<file path="src/rtl/hazard_pkg.sv">
// Shared definitions for the pipeline hazard/forwarding unit: EX operand
// mux select encodings and the stall controller state type.
package hazard_pkg;

    localparam logic [1:0] FWD_RF  = 2'b00;
    localparam logic [1:0] FWD_WB  = 2'b01;
    localparam logic [1:0] FWD_MEM = 2'b10;

    typedef enum logic [1:0] {
        IDLE     = 2'd0,
        MEM_WAIT = 2'd1,
        MUL_BUSY = 2'd2
    } hz_state_e;

endpackage

</file>
<file path="src/rtl/hazard_fwd_unit_fwd_match.sv">
// One source-operand slot: compares the operand address against the MEM and
// WB producers and returns the operand mux select (MEM wins over WB).
module fwd_match
    import hazard_pkg::*;
#(
    parameter int REG_AW  = 5,
    parameter bit R0_ZERO = 1'b1
) (
    input  logic              need_i,
    input  logic [REG_AW-1:0] rs_i,
    input  logic              mem_fwd_i,
    input  logic [REG_AW-1:0] mem_rdst_i,
    input  logic              wb_we_i,
    input  logic [REG_AW-1:0] wb_rdst_i,
    output logic [1:0]        sel_o
);

    logic mem_hit;
    logic wb_hit;

    // a write to r0 is discarded, so it must never look like a producer
    assign mem_hit = need_i && mem_fwd_i && (rs_i == mem_rdst_i)
                     && !(R0_ZERO && (mem_rdst_i == '0));
    assign wb_hit  = need_i && wb_we_i && (rs_i == wb_rdst_i)
                     && !(R0_ZERO && (wb_rdst_i == '0));

    always_comb begin
        sel_o = FWD_RF;
        if (mem_hit) begin
            sel_o = FWD_MEM;
        end else if (wb_hit) begin
            sel_o = FWD_WB;
        end
    end

endmodule

</file>
<file path="src/rtl/hazard_fwd_unit.sv">
// Hazard detection and forwarding for the 5-stage pipeline: EX/ID operand
// bypass selects, load-use / memory-wait / multi-cycle EX stalls, stall counter.
//
// state    | meaning
// IDLE     | no stall pending; evaluate memory wait, multi-cycle op, load-use
// MEM_WAIT | MEM-stage load waiting on mem_ready; back half freezes too
// MUL_BUSY | multi-cycle EX op running; front frozen, bubbles into EX/MEM
module hazard_fwd_unit
    import hazard_pkg::*;
#(
    parameter int REG_AW  = 5,
    parameter int NUM_SRC = 2,
    parameter int MUL_LAT = 3,
    parameter bit R0_ZERO = 1'b1,
    parameter int CNT_W   = 16
) (
    input  logic                      clk,
    input  logic                      rst,
    input  logic [NUM_SRC-1:0]        ifid_need_i,
    input  logic [NUM_SRC*REG_AW-1:0] ifid_rs_i,
    input  logic [NUM_SRC-1:0]        idex_need_i,
    input  logic [NUM_SRC*REG_AW-1:0] idex_rs_i,
    input  logic                      idex_mul_i,
    input  logic                      exmem_we_i,
    input  logic                      exmem_is_load_i,
    input  logic [REG_AW-1:0]         exmem_rdst_i,
    input  logic                      mem_ready_i,
    input  logic                      memwb_we_i,
    input  logic [REG_AW-1:0]         memwb_rdst_i,
    output logic [2*NUM_SRC-1:0]      ex_fwd_sel_o,
    output logic [NUM_SRC-1:0]        id_fwd_wb_o,
    output logic                      hold_front_o,
    output logic                      bubble_mem_o,
    output logic                      hold_mem_o,
    output logic                      bubble_wb_o,
    output logic                      mul_done_o,
    output logic [CNT_W-1:0]          stall_cnt_o
);

    localparam int MCW = (MUL_LAT > 1) ? $clog2(MUL_LAT) : 1;
    localparam logic [MCW-1:0] MUL_LAST = MCW'((MUL_LAT > 1) ? MUL_LAT - 1 : 0);

    hz_state_e        state_q, state_d;
    logic [MCW-1:0]   mcnt_q, mcnt_d;
    logic [CNT_W-1:0] stall_q, stall_d;

    logic mem_wait, mul_req, lu;
    logic hold_front, bubble_mem, hold_mem, bubble_wb, mul_done;

    // a load result is not available for EX/MEM forwarding, only from WB
    logic mem_fwd;
    assign mem_fwd = exmem_we_i && !exmem_is_load_i;

    for (genvar i = 0; i < NUM_SRC; i++) begin : g_src
        logic [1:0] id_sel;

        fwd_match #(.REG_AW(REG_AW), .R0_ZERO(R0_ZERO)) u_ex_match (
            .need_i     (idex_need_i[i]),
            .rs_i       (idex_rs_i[i*REG_AW +: REG_AW]),
            .mem_fwd_i  (mem_fwd),
            .mem_rdst_i (exmem_rdst_i),
            .wb_we_i    (memwb_we_i),
            .wb_rdst_i  (memwb_rdst_i),
            .sel_o      (ex_fwd_sel_o[2*i +: 2])
        );

        fwd_match #(.REG_AW(REG_AW), .R0_ZERO(R0_ZERO)) u_id_match (
            .need_i     (ifid_need_i[i]),
            .rs_i       (ifid_rs_i[i*REG_AW +: REG_AW]),
            .mem_fwd_i  (1'b0),
            .mem_rdst_i (exmem_rdst_i),
            .wb_we_i    (memwb_we_i),
            .wb_rdst_i  (memwb_rdst_i),
            .sel_o      (id_sel)
        );

        assign id_fwd_wb_o[i] = (id_sel == FWD_WB);
    end

    assign mem_wait = exmem_is_load_i && !mem_ready_i;
    assign mul_req  = idex_mul_i && (MUL_LAT > 1);

    always_comb begin
        lu = 1'b0;
        for (int i = 0; i < NUM_SRC; i++) begin
            if (idex_need_i[i] && (idex_rs_i[i*REG_AW +: REG_AW] == exmem_rdst_i))
                lu = 1'b1;
        end
        lu = lu && exmem_is_load_i && exmem_we_i && mem_ready_i
             && !(R0_ZERO && (exmem_rdst_i == '0));
    end

    always_comb begin
        state_d    = state_q;
        mcnt_d     = mcnt_q;
        hold_front = 1'b0;
        bubble_mem = 1'b0;
        hold_mem   = 1'b0;
        bubble_wb  = 1'b0;
        mul_done   = 1'b0;
        unique case (state_q)
            MUL_BUSY: begin
                hold_front = 1'b1;
                bubble_mem = 1'b1;
                if (mem_wait) begin
                    hold_mem  = 1'b1;
                    bubble_wb = 1'b1;
                end else if (mcnt_q == MUL_LAST) begin
                    hold_front = 1'b0;
                    bubble_mem = 1'b0;
                    mul_done   = 1'b1;
                    mcnt_d     = '0;
                    state_d    = IDLE;
                end else begin
                    mcnt_d = mcnt_q + 1'b1;
                end
            end
            // MEM_WAIT with memory now ready behaves exactly like IDLE
            default: begin
                if (mem_wait) begin
                    hold_front = 1'b1;
                    hold_mem   = 1'b1;
                    bubble_wb  = 1'b1;
                    state_d    = MEM_WAIT;
                end else if (mul_req) begin
                    hold_front = 1'b1;
                    bubble_mem = 1'b1;
                    mcnt_d     = MCW'(1);
                    state_d    = MUL_BUSY;
                end else begin
                    state_d = IDLE;
                    if (lu) begin
                        hold_front = 1'b1;
                        bubble_mem = 1'b1;
                    end
                end
            end
        endcase
    end

    assign hold_front_o = hold_front && !rst;
    assign bubble_mem_o = bubble_mem && !rst;
    assign hold_mem_o   = hold_mem && !rst;
    assign bubble_wb_o  = bubble_wb && !rst;
    assign mul_done_o   = mul_done && !rst;

    always_comb begin
        stall_d = stall_q;
        if (hold_front_o && (stall_q != '1))
            stall_d = stall_q + 1'b1;
    end

    always_ff @(posedge clk) begin
        if (rst) begin
            state_q <= IDLE;
            mcnt_q  <= '0;
            stall_q <= '0;
        end else begin
            state_q <= state_d;
            mcnt_q  <= mcnt_d;
            stall_q <= stall_d;
        end
    end

    assign stall_cnt_o = stall_q;

endmodule

</file>
<file path="config.mk">
export PLATFORM = sky130hd
export DESIGN_NAME = hazard_fwd_unit
export DESIGN_NICKNAME = d
export VERILOG_FILES = /design/src/rtl/hazard_pkg.sv /design/src/rtl/hazard_fwd_unit_fwd_match.sv /design/src/rtl/hazard_fwd_unit.sv
export SDC_FILE = /design/constraint.sdc
export NUM_CORES = 1
export LEC_CHECK = 0
export BUFFER_PORTS_ARGS = -buffer_cell sky130_fd_sc_hd__clkbuf_2
export CAP_MARGIN = 20
export CORE_ASPECT_RATIO = 1.25
export CORE_MARGIN = 2
export CORE_UTILIZATION = 52
export CTS_BUF_LIST = sky130_fd_sc_hd__clkbuf_4
export CTS_CLUSTER_SIZE = 12
export DETAILED_ROUTE_END_ITERATION = 12
export GPL_TIMING_DRIVEN = 0
export HOLD_SLACK_MARGIN = 0.1
export PLACE_DENSITY = 0.95
export SETUP_SLACK_MARGIN = 0.02
export SYNTH_ARGS = -nofsm -noshare
export SYNTH_HDL_FRONTEND = slang
export SYNTH_SLANG_ARGS = --single-unit
export TNS_END_PERCENT = 5
</file>
<file path="constraint.sdc">
create_clock -name clk -period 3.45 [get_ports clk]
set_input_delay 0.69 -clock clk [delete_from_list [all_inputs] [get_ports clk]]
set_output_delay 0.69 -clock clk [all_outputs]
set_load 0.1 [all_outputs]
</file>
; ---- Yosys cells after proc, flatten, opt, wreduce, memory -nomap -nowiden
; Cells that the tools add are included.
[totals]
register_bits = 20
latch_bits = 0
ramBits = 0
rom_bits = 0
in_bits = 41
out_inout_bits = 27
elab_cells = 90
mem_count = 0
[op_classes]
addsub = 2
multipliers = 0
div_mod_pow = 0
magnitude_cmp = 0
n_eq_ne = 13
shift = 0
mux = 30
bitwise = 1
reduce_logical = 41
[ops]
columns = cell, n
row1 = $logic_and A1 B1 Y1, 31
row2 = $eq A5 B5 Y1, 6
row3 = $mux W2, 12
row4 = $mux W1, 18
row5 = $add A16 B1 Y16 const B, 1
row6 = $ne A16 B16 Y1 const B, 1
row7 = $logic_not A5 Y1, 2
row8 = $logic_not A1 Y1, 5
row9 = $eq A2 B1 Y1 const B, 2
row10 = $eq A2 B2 Y1 const B, 2
row11 = $ne A2 B2 Y1 const B, 2
row12 = $reduce_and A2 Y1, 2
row13 = $add A2 B1 Y2 const B, 1
row14 = $reduce_bool A2 Y1, 1
row15 = $not A1 Y1, 1

; ---- Longest topological paths before layout
; Gate-level depths: netlist of run 1.
[logic_depth]
ltp_word = 14
mapped_depth = 9
mapped_depth_nobuf = 7

; ---- Hierarchy
; From an unflattened synthesis of run 1, not the netlist that was laid out.
[hier_totals]
cells_unflattened = 234
area_unflattened_um2 = 1854.3
[modules_own_cells]
columns = mod, instances, cells_each, area_per_inst_um2, seq_area_each_um2
row1 = hazard_fwd_unit, 1, 150, 1218.7, 400.4
row2 = fwd_match, 4, 21, 158.9, 0.0

; ---- Worst setup path before layout of run 1
; OpenSTA, ideal clock, no wires.
[synth_path]
kind = input port to output port
from = in exmem_rdst_i[0]
to = out ex_fwd_sel_o[2]
t_arrival_ns = 3.524
required_time_ns = 2.760
path_slack_ns = -0.764
cell_stages = 4
path_buffers = 0
path_cell_list = or4_1 -> o21ai_2 -> nor3_1 -> nor3_1
[synth_between]
elab_chain_cells = 4
word_cells_on_any_way = 6
classes_between = 1 x eq/ne / 1 x mux / 4 x reduce/logical
[synth_lines]
columns = item, line
row1 = start: declaration, hazard_fwd_unit.sv:26  ; input logic [REG_AW-1:0] exmem_rdst_i,
row2 = $eq A5 B5 Y1 / $logic_not A5 Y1 (equally long branches), "hazard_fwd_unit_fwd_match.sv:22, hazard_fwd_unit_fwd_match.sv:23"
row3 = $logic_and A1 B1 Y1 / $logic_not A1 Y1 (equally long branches), "hazard_fwd_unit_fwd_match.sv:22, hazard_fwd_unit_fwd_match.sv:23"
row4 = $logic_and A1 B1 Y1 *, hazard_fwd_unit_fwd_match.sv:23  ; && !(R0_ZERO && (mem_rdst_i == '0));
row5 = net g_src[1].u_ex_match.mem_hit, hazard_fwd_unit_fwd_match.sv:18  ; logic mem_hit;
row6 = $mux W2 *, hazard_fwd_unit_fwd_match.sv:29  ; if (mem_hit) begin
row7 = end: declaration, hazard_fwd_unit.sv:30  ; output logic [2*NUM_SRC-1:0] ex_fwd_sel_o,
; The timed path passes the listed nets; every way through them passes the cells marked *.

; ---- Final worst setup path of run 1
[layout_path]
from = in exmem_rdst_i[3]
to = out ex_fwd_sel_o[3]
; The elaborated chain is that of the path after synthesis.

==> impl_metrics.csv, run 1 <==
group,metric,value,unit
global_route,grt-busiest-layer,"met2",
global_route,grtUsageMet2,43.9,%
floorplan,placementRows,21,
floorplan,die_area,0.00329,mm²
clocking,cts_resized,0,
setup_path,cpPeakStageDelay,440,ps
final_layout,fin_nets,296,
sta,slew-limit-headroom,63.6,%
setup_path,crit_path_frequent_cell,"clkbuf_2",
clocking,worstSkewPairLatency,320,ps
sta,fin_crit_sh,92.2,%
route,antenna_left,0,
route,drt_pre_antenna_iters,5,
final_layout,final_cells,287,
synthesis,synth_enable_flop_cells,0,
placed_design,postPlaceCellArea,0.00184,mm²
placed_design,globalplace.congestion,0.896,
outcome,status,"finished clean",
sta,rsz0062_at_grt,"false",
job,maxCapViolCount,0,
synthesis,synth_area,0.00148,mm²
route,drc,0,
power_and_ir_drop,peakVddDrop,0.000192,V
placed_design,dp.cells,283,
sta,finalSetupViolCount,0,
floorplan,initial_core_util,54.7,%
placed_design,dpl_worst_slack,294,ps
synthesis,syn_nets,229,
floorplan,fp.dieH,63.7,µm
global_route,grt_pass1_wl,6300,µm
sta,hold_viol,0,
global_route,grt.overflow.total,0,
final_layout,area.growth.synth_to_final,26.0,%
synthesis,synth_top_family_by_area,"simple AND/OR/NAND/NOR gates",
route,avgRoutedWirePerCell,13.1,µm
synthesis,synthTopCellsByCount,"20 x dfxtp_1, 18 x xor2_1, 15 x nand3_1",
clocking,cts_buffers,3,
setup_path,cp_slowest_cell,"clkbuf_2",
sta,slew_viol_final,0,
clocking,clk_path_buf_depth,2,
synthesis,syn_avg_cell_area,7.92,µm²
clocking,clockRootBuffer,"clkbuf_4",
synthesis,synth_top_area_cell,"dfxtp_1",
synthesis,async_reset_ff_share,0,%
setup_path,crit_chain,"clkbuf_2, xor2_1, nor4_1, nand3_1, nor3_1, buf_4, clkbuf_2",
setup_path,worst_ep_required_time,2760,ps
placed_design,portBuffers,62,
clocking,cts_sinks,20,
final_layout,fill_cells,224,
synthesis,synth.area.top_cells,"dfxtp_1 27%, xor2_1 11%, xnor2_1 8.3%",
clocking,hold_buffers,0,
synthesis,synth_compound_area_share,16.2,%
setup_path,cp-start-kind,"primary input",
route,vias,1635,
global_route,grt_pass1_vias,1530,
floorplan,io_pins,68,
clocking,cts_max_level,1,
clocking,cts_tree,"yes",
route,finalWirelength,3760,µm
final_layout,design_area,0.00186,mm²
hold_path,hold_path.class,"reg -> reg",
synthesis,yosysMostFrequentCell,"dfxtp_1",
synthesis,synth_cell_types,36,
final_layout,drive_above_1_share,32.4,%
sta,fmax,314,MHz
sta,setup_ws,267,ps
synthesis,ys_ff_latch,20,
floorplan,fp.dieW,51.7,µm
clocking,path_clk_slew,110,ps
clocking,post_cts_buffers,0,
synthesis,synth_simple_gate_area_share,28.6,%
sta,finalCriticalPeriod,3180,ps
setup_path,worstPathMaxFanout,3,
global_route,track_usage,24.5,%
setup_path,critPathCaptureType,"primary output",
synthesis,yosys_warnings,0,
power_and_ir_drop,power.density,283,mW/mm²
synthesis,synth_xor_area_share,18.9,%
setup_path,worstSetupPathType,"in -> out",
synthesis,yosys_most_used_dff,"dfxtp_1",
floorplan,core-area,0.00271,mm²
sta,finClkSkew,8.80,ps
global_route,met1_usage,28.4,%
final_layout,antenna_cells,0,
synthesis,seq_area_frac_synth,27.0,%
global_route,antenna_found_initial,0,
synthesis,synth_top_area_share,27.0,%
sta,tightestPinTransition,549,ps
power_and_ir_drop,p_leak,0.788,nW
setup_path,cp.arrival,2490,ps
route,drt_iter0_markers,60,
global_route,grt_max_degree,12,
synthesis,synthMuxAreaShare,1.44,%
synthesis,synthAdderAreaFrac,0.845,%
synthesis,syn_inst,187,
global_route,use_met3,3.32,%
placed_design,dp_hpwl,3020,µm
route,avgViaCountPerCell,5.70,
[per-stage QoR]
stage                     utilization [%]  TNS (ps)  hold WS, ps  power, mW
after global routing                 68.9         0          532      0.549
after global placement               67.9         0          468      0.410
after CTS                            68.9         0          490      0.528
final                                68.9         0          499      0.527
after floorplan                         -     -1050          463      0.365
after detailed placement             67.9         0          474      0.414
[path summary, 6_finish.rpt]
kind              startpoint              end  slack [ps]  cells after the start
min           stall_cnt_o[4]   stall_cnt_o[4]         500                      1
max reg2reg       state_q[0]  stall_cnt_o[11]        1340                      9
max          exmem_rdst_i[3]  ex_fwd_sel_o[3]         270                      7
min reg2reg   stall_cnt_o[4]   stall_cnt_o[4]         500                      1
[flip-flops by register name, indices dropped and copies added, names as in the netlist]
register / flops
stall_cnt_o: 16
state_q: 2
mcnt_q: 2
[per-layer routing]
metal	vias to the layer above	wire [µm]
li1	802	-
met1	746	1490
met2	80	1950
met3	7	264
met4	0	66
met5	-	0
[cell families (layout without fill, tap and decap cells)]
kind of cell | after synthesis | in the layout
AND/OR/NAND/NOR | 78 | 78
AO/OA/AOI/OAI | 37 | 37
XOR/XNOR | 32 | 32
flip-flops | 20 | 20
buffers and inverters | 17 | 83
multiplexers | 2 | 2
adder cells (fa/ha/maj) | 1 | 1
[cell type report]
type,count,area (µm²),area share (%)
inverter,3,11.3,0.604
sequential,20,400,21.5
clock inverter,1,3.75,0.201
timing repair buffer,62,310,16.6
tap,34,42.5,2.28
buffer,14,91.3,4.90
multi-input combinational,150,982,52.7
clock buffer,3,22.5,1.21
[power breakdown]
part | switching, mW | internal (mW) | total (mW)
combinational | 0.108 | 0.0572 | 0.165
sequential | 0.00683 | 0.237 | 0.244
clock | 0.0760 | 0.0425 | 0.118
[critical path, delay by kind of cell]
family | cells | cell delay, ps
XOR/XNOR | 1 | 160
buffers and inverters | 3 | 730
AND/OR/NAND/NOR | 3 | 900
[layout by cell type, fill, tap and decap left out, types with 3 or more instances in the layout]
cell type	netlist	routed
xnor2_1	14	14
nor2b_1	8	8
a31oi_1	3	3
nand2b_1	3	3
nand3_1	15	15
inv_1	3	3
nor2_1	12	12
nand2_1	6	6
dfxtp_1	20	20
nand4_1	4	4
clkbuf_4	0	3
nor4_1	5	5
or4_1	4	4
xor2_1	18	18
nor3_1	10	9
clkbuf_1	5	5
o31ai_1	7	7
o21ai_0	12	12
clkbuf_2	0	62
buf_4	6	6
or3_1	4	4
and3_1	3	3
a21oi_1	7	7
Note: power is estimated with default switching activity, not from simulation.
==> inputs of run 2 (changes only) <==
==> constraint.sdc (replaced) <==
create_clock -name clk -period 3.45 [get_ports clk]
set_input_delay 0.1725 -clock clk [delete_from_list [all_inputs] [get_ports clk]]
set_output_delay 0.1725 -clock clk [all_outputs]
set_load 0.1 [all_outputs]
==> run 2 against run 1 <==
Against the previous run:
- worst setup slack gained 790 ps
- via count shrank 2.5%
- clock-buffer cell count is the same
- flip-flop and latch count is the same
- cell count shrank 0.35%
- utilization shrank 0.32 points
- wire length shrank 3.3%
- combinational power is essentially flat
- critical path type is now reg -> out
- critical endpoint is now hold_front_o
- highest routed layer unchanged
==> impl_metrics.csv, run 2 (synthesis results as in run 1) <==
group,metric,value,unit
sta,fmax,418,MHz
floorplan,initial_core_util,54.7,%
setup_path,r2r_cells,9,
sta,tightestPinTransition,550,ps
sta,finalSetupViolCount,0,
global_route,track_usage,24.4,%
route,drt_iter0_markers,40,
global_route,antenna_found_initial,0,
final_layout,fin_util,68.6,%
global_route,grt_max_degree,11,
clocking,clockRootBuffer,"clkbuf_4",
floorplan,placementRows,21,
route,vias,1594,
final_layout,layout_commonest_cell,"clkbuf_2",
global_route,grt.overflow.total,0,
placed_design,portBuffers,62,
route,avgViaCountPerCell,5.57,
clocking,cts_tree,"yes",
placed_design,globalplace.congestion,0.881,
sta,fin_crit_sh,69.3,%
clocking,cts_max_level,1,
outcome,status,"finished clean",
clocking,cts_resized,0,
clocking,clk_path_buf_depth,2,
setup_path,cp.arrival,2220,ps
clocking,cts_sinks,20,
sta,setup-tns-final,0,ps
setup_path,critPathCaptureType,"primary output",
setup_path,worstSetupPathType,"reg -> out",
job,maxCapViolCount,0,
sta,finClkSkew,7.86,ps
floorplan,fp.dieH,63.7,µm
final_layout,fin_nets,296,
sta,slew-limit-headroom,63.5,%
route,drc,0,
setup_path,cp-start-kind,"register",
route,drt_pre_antenna_iters,4,
hold_path,min_path_cells,3,
final_layout,largest_reg_flops,16,
power_and_ir_drop,peakVddDrop,0.000177,V
global_route,grt_pass1_wl,6290,µm
clocking,worstSkewPairLatency,310,ps
placed_design,dp_hpwl,2960,µm
sta,hold_viol,0,
clocking,cts_buffers,3,
sta,finalCriticalPeriod,2390,ps
route,antenna_left,0,
global_route,grt_pass1_vias,1532,
power_and_ir_drop,p_leak,0.784,nW
floorplan,core-area,0.00271,mm²
floorplan,io_pins,68,
power_and_ir_drop,power.density,281,mW/mm²
setup_path,worstPathMaxFanout,5,
route,finalWirelength,3640,µm
clocking,path_clk_slew,100,ps
clocking,post_cts_buffers,0,
setup_path,worst_ep_required_time,3280,ps
final_layout,antenna_cells,0,
clocking,hold_buffers,0,
final_layout,fill_cells,238,
final_layout,area.growth.synth_to_final,25.4,%
final_layout,drive_above_1_share,32.1,%
floorplan,die_area,0.00329,mm²
hold_path,hold_path.class,"in -> reg",
final_layout,layout.cells.most_common_list,"62 x clkbuf_2, 20 x dfxtp_1, 18 x xor2_1, 15 x nand3_1, 14 x xnor2_1",
route,avgRoutedWirePerCell,12.7,µm
sta,rsz0062_at_grt,"false",
floorplan,fp.dieW,51.7,µm
sta,slew_viol_final,0,
[run 2: layout make-up]
class                           instances  area, µm²  area share (%)
Buffer                                 14       91.3            4.92
Timing Repair Buffer                   62        310            16.7
Clock buffer                            3       22.5            1.21
Tap cell                               34       42.5            2.29
Multi-Input combinational cell        150        977            52.7
Sequential cell                        20        400            21.6
Inverter                                3       11.3           0.607
[run 2: path summary, 6_finish.rpt]
path	from	to	slack, ps
setup / recovery	state_q[0]	hold_front_o	1060
hold / removal	idex_mul_i	state_q[1]	140
setup reg to reg	state_q[0]	stall_cnt_o[5]	1340
hold reg to reg	stall_cnt_o[4]	stall_cnt_o[4]	500
[run 2: worst max-delay path, cell delays in order, from the launching register on]
cell and delay (ps):
dfxtp_1 350, nand2b_1 180, nor2_1 80, or4_4 500, a21oi_4 200, nor2_1 110
inv_1 60, clkbuf_2 440
[run 2: per-stage QoR]
stage	hold slack, ps	cells	power, mW	instance area (µm²)	setup WS [ps]
floorplan	329	187	0.365	1480	271
global placement	460	283	0.409	1830	1330
detailed placement	455	283	0.413	1830	1300
CTS	128	286	0.522	1860	1060
global route	194	286	0.546	1860	955
finish	137	286	0.520	1860	1060
[run 2: power breakdown]
part	internal, mW	total, mW	switching (mW)
clock network	0.0408	0.112	0.0714
logic	0.0572	0.165	0.107
registers	0.237	0.244	0.00674
[run 2: layer usage]
metal,part of all wire [%],track usage [%]
met5,0,0
met4,2.8,12.2
met3,5.6,2.13
met2,52,42.9
met1,40,28.5
